--- config.mk ---
export PLATFORM = sky130hd
export DESIGN_NAME = ini_pyld_rr_arbiter_flat
export DESIGN_NICKNAME = d
export VERILOG_FILES = /design/src/rtl/ini_pyld_rr_arbiter_if.sv /design/src/rtl/ini_pyld_rr_arbiter.sv /design/src/flat_wrapper.sv
export SDC_FILE = /design/constraint.sdc
export NUM_CORES = 1
export LEC_CHECK = 0
export BUFFER_PORTS_ARGS = -buffer_cell sky130_fd_sc_hd__clkbuf_2
export CAP_MARGIN = 20
export CORE_AREA = 5 5 456 458
export CTS_CLUSTER_DIAMETER = 50
export CTS_CLUSTER_SIZE = 14
export DETAILED_ROUTE_END_ITERATION = 16
export DIE_AREA = 0 0 461 463
export PLACE_DENSITY = 0.33
export SYNTH_ARGS = -nofsm -noshare
export SYNTH_HDL_FRONTEND = slang
export SYNTH_SLANG_ARGS = --single-unit
--- constraint.sdc ---
create_clock -name clk -period 5.3 [get_ports clk]
set_input_delay 1.06 -clock clk [delete_from_list [all_inputs] [get_ports clk]]
set_output_delay 1.06 -clock clk [all_outputs]
set_load 0.02 [all_outputs]
--- src/rtl/ini_pyld_rr_arbiter_if.sv ---
// ----------------------------------------------------------------------------
// ini_pyld_rr_arbiter_if
//   Bundles the requester-side beat bus, the shared ini payload output toward
//   the split stage, and the length-check status of the payload arbiter.
//
//   master : the arbiter (drives req_ready, axis_out_*, len_err*)
//   slave  : the environment (requesters + split stage)
//
//   req_valid/req_last  NUM_REQ         per-requester beat valid / last
//   req_head            NUM_REQ*HEAD_W  slice i = [i*HEAD_W +: HEAD_W]
//   req_data            NUM_REQ*DATA_W  slice i = [i*DATA_W +: DATA_W]
//   req_ready           NUM_REQ         per-requester ready
//   axis_out_*          -               granted requester's beat to split stage
//   len_err/len_err_id  1 / ID_W        sticky length mismatch + first offender
// ----------------------------------------------------------------------------
interface ini_pyld_rr_arbiter_if #(
    parameter int NUM_REQ = 2,
    parameter int HEAD_W  = 128,
    parameter int DATA_W  = 256,
    parameter int ID_W    = $clog2(NUM_REQ)
);
    logic [NUM_REQ-1:0]        req_valid;
    logic [NUM_REQ-1:0]        req_last;
    logic [NUM_REQ*HEAD_W-1:0] req_head;
    logic [NUM_REQ*DATA_W-1:0] req_data;
    logic [NUM_REQ-1:0]        req_ready;

    logic                      axis_out_valid;
    logic                      axis_out_last;
    logic [HEAD_W-1:0]         axis_out_head;
    logic [DATA_W-1:0]         axis_out_data;
    logic                      axis_out_ready;

    logic                      len_err;
    logic [ID_W-1:0]           len_err_id;

    modport master (
        input  req_valid, req_last, req_head, req_data, axis_out_ready,
        output req_ready, axis_out_valid, axis_out_last, axis_out_head,
               axis_out_data, len_err, len_err_id
    );

    modport slave (
        output req_valid, req_last, req_head, req_data, axis_out_ready,
        input  req_ready, axis_out_valid, axis_out_last, axis_out_head,
               axis_out_data, len_err, len_err_id
    );
endinterface

--- src/rtl/ini_pyld_rr_arbiter.sv ---
// ----------------------------------------------------------------------------
// ini_pyld_rr_arbiter
//   Packet-granular round-robin arbiter sharing one ini payload path between
//   NUM_REQ DMA payload requesters. A grant is held from the first to the last
//   beat of a packet, so packets never interleave. Each packet's beat count is
//   checked against the byte length in its head; mismatches raise a sticky flag.
//
//   clk    : clock
//   rst_n  : asynchronous active-low reset
//   bus    : ini_pyld_rr_arbiter_if.master (requester beats in, payload out,
//            length-check status out)
// ----------------------------------------------------------------------------
module ini_pyld_rr_arbiter #(
    parameter int NUM_REQ = 2,
    parameter int HEAD_W  = 128,
    parameter int DATA_W  = 256
) (
    input  logic                     clk,
    input  logic                     rst_n,
    ini_pyld_rr_arbiter_if.master    bus
);
    localparam int BYTES_PB = DATA_W / 8;
    localparam int ID_W     = $clog2(NUM_REQ);

    typedef enum logic {
        IDLE,
        BUSY
    } state_e;

    state_e          state_q;
    logic [ID_W-1:0] grant_q, grant_d;
    logic [ID_W-1:0] rr_ptr_q, rr_ptr_d;
    logic [15:0]     beat_cnt_q;
    logic [15:0]     exp_beats_q, exp_beats_d;
    logic            len_err_q;
    logic [ID_W-1:0] len_err_id_q;

    logic            pick_vld;
    logic [15:0]     win_len;
    logic            hs;
    logic            mismatch;
    logic [16:0]     cnt_inc;

    // (a + b) mod NUM_REQ without relying on NUM_REQ being a power of two.
    function automatic logic [ID_W-1:0] wrap_add(input logic [ID_W-1:0] a, input int b);
        int s;
        s = int'(a) + b;
        if (s >= NUM_REQ) s -= NUM_REQ;
        return ID_W'(s);
    endfunction

    // Round-robin pick: scanning downward and overwriting leaves the first
    // valid requester at or after rr_ptr as the winner.
    always_comb begin
        // NOTE: every combinational output gets a default before any branch;
        // a path that leaves a variable unassigned would infer a latch.
        grant_d  = '0;
        pick_vld = 1'b0;
        for (int k = NUM_REQ - 1; k >= 0; k--) begin
            if (bus.req_valid[wrap_add(rr_ptr_q, k)]) begin
                grant_d  = wrap_add(rr_ptr_q, k);
                pick_vld = 1'b1;
            end
        end
    end

    // Expected beats = ceil(len / BYTES_PB); a zero length still moves one beat.
    // Split into quotient + remainder test so the sum cannot overflow 16 bits.
    always_comb begin
        win_len     = bus.req_head[int'(grant_d)*HEAD_W +: 16];
        exp_beats_d = win_len / 16'(BYTES_PB)
                    + {15'd0, (win_len % 16'(BYTES_PB)) != 16'd0};
        if (exp_beats_d == 16'd0) exp_beats_d = 16'd1;
    end

    assign rr_ptr_d = wrap_add(grant_q, 1);

    // Payload path is a straight mux of the granted requester while BUSY.
    always_comb begin
        bus.req_ready      = '0;
        bus.axis_out_valid = 1'b0;
        bus.axis_out_last  = 1'b0;
        bus.axis_out_head  = '0;
        bus.axis_out_data  = '0;
        if (state_q == BUSY) begin
            bus.req_ready[grant_q] = bus.axis_out_ready;
            bus.axis_out_valid     = bus.req_valid[grant_q];
            bus.axis_out_last      = bus.req_last[grant_q];
            bus.axis_out_head      = bus.req_head[int'(grant_q)*HEAD_W +: HEAD_W];
            bus.axis_out_data      = bus.req_data[int'(grant_q)*DATA_W +: DATA_W];
        end
    end

    assign hs      = bus.axis_out_valid & bus.axis_out_ready;
    assign cnt_inc = {1'b0, beat_cnt_q} + 17'd1;

    // A packet is wrong if last comes at any count other than the expected one,
    // or if the expected count is reached without last (flagged on that beat).
    assign mismatch = hs & (bus.axis_out_last ? (cnt_inc != {1'b0, exp_beats_q})
                                              : (cnt_inc == {1'b0, exp_beats_q}));

    assign bus.len_err    = len_err_q;
    assign bus.len_err_id = len_err_id_q;

    always_ff @(posedge clk or negedge rst_n) begin
        if (!rst_n) begin
            state_q      <= IDLE;
            grant_q      <= '0;
            rr_ptr_q     <= '0;
            beat_cnt_q   <= '0;
            exp_beats_q  <= '0;
            len_err_q    <= 1'b0;
            len_err_id_q <= '0;
        end else begin
            // NOTE: state is updated with non-blocking assignments so every
            // register samples pre-edge values regardless of statement order.
            case (state_q)
                IDLE: begin
                    if (pick_vld) begin
                        grant_q     <= grant_d;
                        exp_beats_q <= exp_beats_d;
                        state_q     <= BUSY;
                    end
                end
                BUSY: begin
                    if (mismatch) begin
                        len_err_q <= 1'b1;
                        if (!len_err_q) len_err_id_q <= grant_q;
                    end
                    if (hs) begin
                        if (bus.axis_out_last) begin
                            state_q    <= IDLE;
                            rr_ptr_q   <= rr_ptr_d;
                            beat_cnt_q <= '0;
                        end else if (beat_cnt_q != 16'hFFFF) begin
                            beat_cnt_q <= beat_cnt_q + 16'd1;
                        end
                    end
                end
                default: state_q <= IDLE;
            endcase
        end
    end
endmodule

--- src/flat_wrapper.sv ---
// flat-port wrapper written by rule: the top's interface ports become plain ports
module ini_pyld_rr_arbiter_flat 
#(
    parameter int NUM_REQ = 2,
    parameter int HEAD_W  = 128,
    parameter int DATA_W  = 256
)
  (clk, rst_n, bus_req_valid, bus_req_last, bus_req_head, bus_req_data, bus_axis_out_ready, bus_req_ready, bus_axis_out_valid, bus_axis_out_last, bus_axis_out_head, bus_axis_out_data, bus_len_err, bus_len_err_id);
  ini_pyld_rr_arbiter_if #(.NUM_REQ(NUM_REQ), .HEAD_W(HEAD_W), .DATA_W(DATA_W)) bus_i ();
  input  logic clk;
  input  logic rst_n;
  input wire logic [$bits(bus_i.req_valid)-1:0] bus_req_valid;
  input wire logic [$bits(bus_i.req_last)-1:0] bus_req_last;
  input wire logic [$bits(bus_i.req_head)-1:0] bus_req_head;
  input wire logic [$bits(bus_i.req_data)-1:0] bus_req_data;
  input wire logic [$bits(bus_i.axis_out_ready)-1:0] bus_axis_out_ready;
  output wire logic [$bits(bus_i.req_ready)-1:0] bus_req_ready;
  output wire logic [$bits(bus_i.axis_out_valid)-1:0] bus_axis_out_valid;
  output wire logic [$bits(bus_i.axis_out_last)-1:0] bus_axis_out_last;
  output wire logic [$bits(bus_i.axis_out_head)-1:0] bus_axis_out_head;
  output wire logic [$bits(bus_i.axis_out_data)-1:0] bus_axis_out_data;
  output wire logic [$bits(bus_i.len_err)-1:0] bus_len_err;
  output wire logic [$bits(bus_i.len_err_id)-1:0] bus_len_err_id;
  assign bus_i.req_valid = bus_req_valid;
  assign bus_i.req_last = bus_req_last;
  assign bus_i.req_head = bus_req_head;
  assign bus_i.req_data = bus_req_data;
  assign bus_i.axis_out_ready = bus_axis_out_ready;
  assign bus_req_ready = bus_i.req_ready;
  assign bus_axis_out_valid = bus_i.axis_out_valid;
  assign bus_axis_out_last = bus_i.axis_out_last;
  assign bus_axis_out_head = bus_i.axis_out_head;
  assign bus_axis_out_data = bus_i.axis_out_data;
  assign bus_len_err = bus_i.len_err;
  assign bus_len_err_id = bus_i.len_err_id;
  ini_pyld_rr_arbiter #(.NUM_REQ(NUM_REQ), .HEAD_W(HEAD_W), .DATA_W(DATA_W)) u_core (.clk(clk), .rst_n(rst_n), .bus(bus_i));
endmodule
==> results.py <==
metrics = {
    "route": {
        "drt_pass1_iterations": 4,
        "drtAntennaViolNets": 0,
        "wirelength_um": 158000,
        "viasPerCell": 2.77,
        "drt_iter0_markers": 653,
        "drc": 0,
        "wl_per_cell_um": 31.9,
        "vias": 13800,
    },
    "sta": {
        "finClkSkew_ns": 0.00574,
        "finalCriticalPeriod_ns": 4.32,
        "finalCritPeriodShare_pct": 81.5,
        "maxSlewViolCount": 0,
        "max_slew_margin_pct": 21.2,
        "setup_slack_ns": 0.978,
        "hold_violations": 0,
        "finalSetupViolations": 0,
        "worst_slew_pin_slew_ns": 1.15,
        "max_freq_ghz": 0.231,
        "holdWs_ns": 0.486,
        "timing.setup.tns_ns": 0,
        "rsz0062_at_grt": "no",
    },
    "synth": {
        "yosysMostFrequentCell": "mux2i_1",
        "synth.distinct_cells": 56,
        "synth_cells": 1166,
        "ys_ff_latch": 33,
        "synth.top_cell.area_share_pct": 43.2,
        "synthTopCellsByCount": "mux2i_1 (396), nor2b_1 (393), clkbuf_1 (52), buf_1 (39), o21ai_0 (36)",
        "synth.cell_area_sq_um": 9180,
        "synth_area_per_cell_sq_um": 7.87,
        "yosysSeqAreaShare_pct": 9.00,
        "yosys.area.top_type": "mux2i_1",
        "syn-num-nets": 1944,
        "synth_edf_count": 0,
        "synthTopCellsByArea": "mux2i_1 (43%), nor2b_1 (27%), dfrtp_1 (9.0%)",
        "ys_warn_count": 0,
        "async_reset_ff_share_pct": 100,
        "synth-main-ff-cell": "dfrtp_1",
    },
    "finish": {
        "register_area_sq_um": 833,
        "drive_above_1_share_pct": 53.7,
        "nets": 3035,
        "final-instance-count-excl-fill": 4966,
        "syn2layout_area_growth_pct": 101,
        "multi_input_comb_area_sq_um": 7910,
        "fillers": 24200,
    },
    "clock_tree": {
        "cts.sinks": 33,
        "cts_resized": 0,
        "cts_tree": "done",
        "cts_max_path_buffers": 2,
        "cts_hold_buf": 0,
        "post_cts_buffers": 0,
        "clockRootBuffer": "clkbuf_16",
        "cts_max_level": 2,
        "clk_pin_slew_ns": 0.06,
        "clk_latency_ns": 0.28,
        "cts_buffers": 5,
    },
    "power": {
        "p_leak_nw": 8.66,
        "peakVddDrop_mv": 0.169,
        "power_mw": 8.30,
        "pwr_density_cell_nw_per_um2": 450,
    },
    "worst_hold_path": {
        "hold-path-endpoint": "u_core.bus.len_err_id",
        "min_path_type": "register to register",
        "hold_depth": 1,
        "min-delay-start": "u_core.bus.len_err_id",
    },
    "setup_path": {
        "critPathCaptureType": "output pin",
        "reg2reg_depth": 8,
        "worstSetupPathType": "register to output pin",
        "worstReg2RegEnd": "u_core.beat_cnt_q[8]",
        "startpoint": "u_core.grant_q",
        "start_kind": "register",
        "r2r-start": "u_core.grant_q",
        "crit_fanout": 36,
        "required_ns": 4.24,
        "cp_data_arrival_time_ns": 3.26,
        "rrSetupSlack_ns": 1.94,
    },
    "global_route": {
        "grt_usage_pct": 14.1,
        "grt_max_degree": 132,
        "first_global_vias": 14300,
        "antenna_found_initial": 128,
        "grt-ovfl-total": 0,
        "grt_pass1_wl_um": 188000,
    },
    "floorplan": {
        "fp-row-count": 166,
        "io_pins": 1165,
        "core-area_sq_um": 204000,
        "die-area_sq_um": 213000,
        "start_util_pct": 4.51,
        "die_w_um": 461,
        "die_h_um": 463,
    },
    "outcome": {
        "outcome": "finished, final reports clean",
    },
    "placement": {
        "dp_slack_ns": 1.22,
        "dp_cells": 4938,
        "numPortBuffers": 1164,
        "dp_hpwl_um": 149000,
        "gp_congestion": 0.973,
    },
    "flow_run": {
        "drv_cap": 0,
    },
}
[worst max-delay path by stage]
stage	to	slack, ns	depth (start not counted)
2_1_floorplan	u_core.exp_beats_q[0]	1.94	10
3_3_place_gp	u_core.exp_beats_q[0]	1.10	11
3_5_place_dp	u_core.exp_beats_q[0]	1.22	11
4_1_cts	bus_axis_out_data[16]	1.0	5
5_1_grt	bus_axis_out_data[27]	0.85	5
6_report	bus_axis_out_data[11]	0.98	5
[final cells by class]
type                            count  share of cell area (%)
Clock buffer                        6                   0.699
Tap cell                         2688                    18.2
Sequential cell                    33                    4.52
Multi-Input combinational cell   1022                    42.9
Inverter                            6                   0.122
Antenna cell                       20                   0.272
Timing Repair Buffer             1189                    33.2
Clock inverter                      2                  0.0543
[cells in the final DEF, fill, tap and decap left out, types with 6 or more instances in the layout]
cell      count
buf_12        8
clkbuf_2   1164
xor2_1       15
buf_4        17
nand2_1      30
nor2_1       21
nand4_1       8
nor2b_1     393
a21oi_1       8
diode_2      20
or3_1         6
nand2b_1      6
inv_1         6
dfrtp_1      31
nand3_1      11
and3_1        7
o31ai_1      12
o21ai_0      36
xnor2_1       9
mux2i_1     396
nor3_1       11
[power by group]
group          switching (mW)  internal, mW  total [mW]
logic                    5.18          2.34        7.52
clock network           0.109         0.173       0.281
registers               0.183         0.315       0.498
[state kept, by name, summed over array words and instances (netlist names)]
name                   flops
u_core.beat_cnt_q         16
u_core.bus.len_err_id      1
u_core.grant_q             1
u_core.bus.len_err         1
u_core.exp_beats_q        12
u_core.rr_ptr_q            1
u_core.state_q             1
[cell families (layout without fill, tap and decap cells)]
family,after synthesis,after routing,synth area share [%]
AND/OR/NAND/NOR,514,514,34.1
multiplexers,402,402,43.9
buffers and inverters,111,1203,4.88
AO/OA/AOI/OAI,79,79,5.41
flip-flops,33,33,9.00
XOR/XNOR,24,24,2.29
adder cells (fa/ha/maj),3,3,0.409
other,0,20,0
[routing by layer]
metal	part of all wire (%)	vias up	GRT usage, %
met5	0.28	-	0
met4	1.3	70	0.855
met3	8.7	208	4.99
met2	52	875	27.1
met1	37	6375	15.3
li1	-	6236	-
[critical path: stages (launching register included)]
cell and delay (ns):
dfrtp_4 0.95, buf_12 0.29, buf_12 0.33, mux2i_1 0.93
nor2b_1 0.14, clkbuf_2 0.21
[metrics by stage]
| stage | utilization (%) | cell area, sq um |
|---|---|---|
| 4_1_cts | 9.03 | 18400 |
| 3_3_place_gp | 8.96 | 18200 |
| 5_1_grt | 9.03 | 18400 |
| 2_1_floorplan | - | 9180 |
| 3_5_place_dp | 8.96 | 18200 |
| 6_report | 9.05 | 18400 |
(Power assumes the default switching activity.)
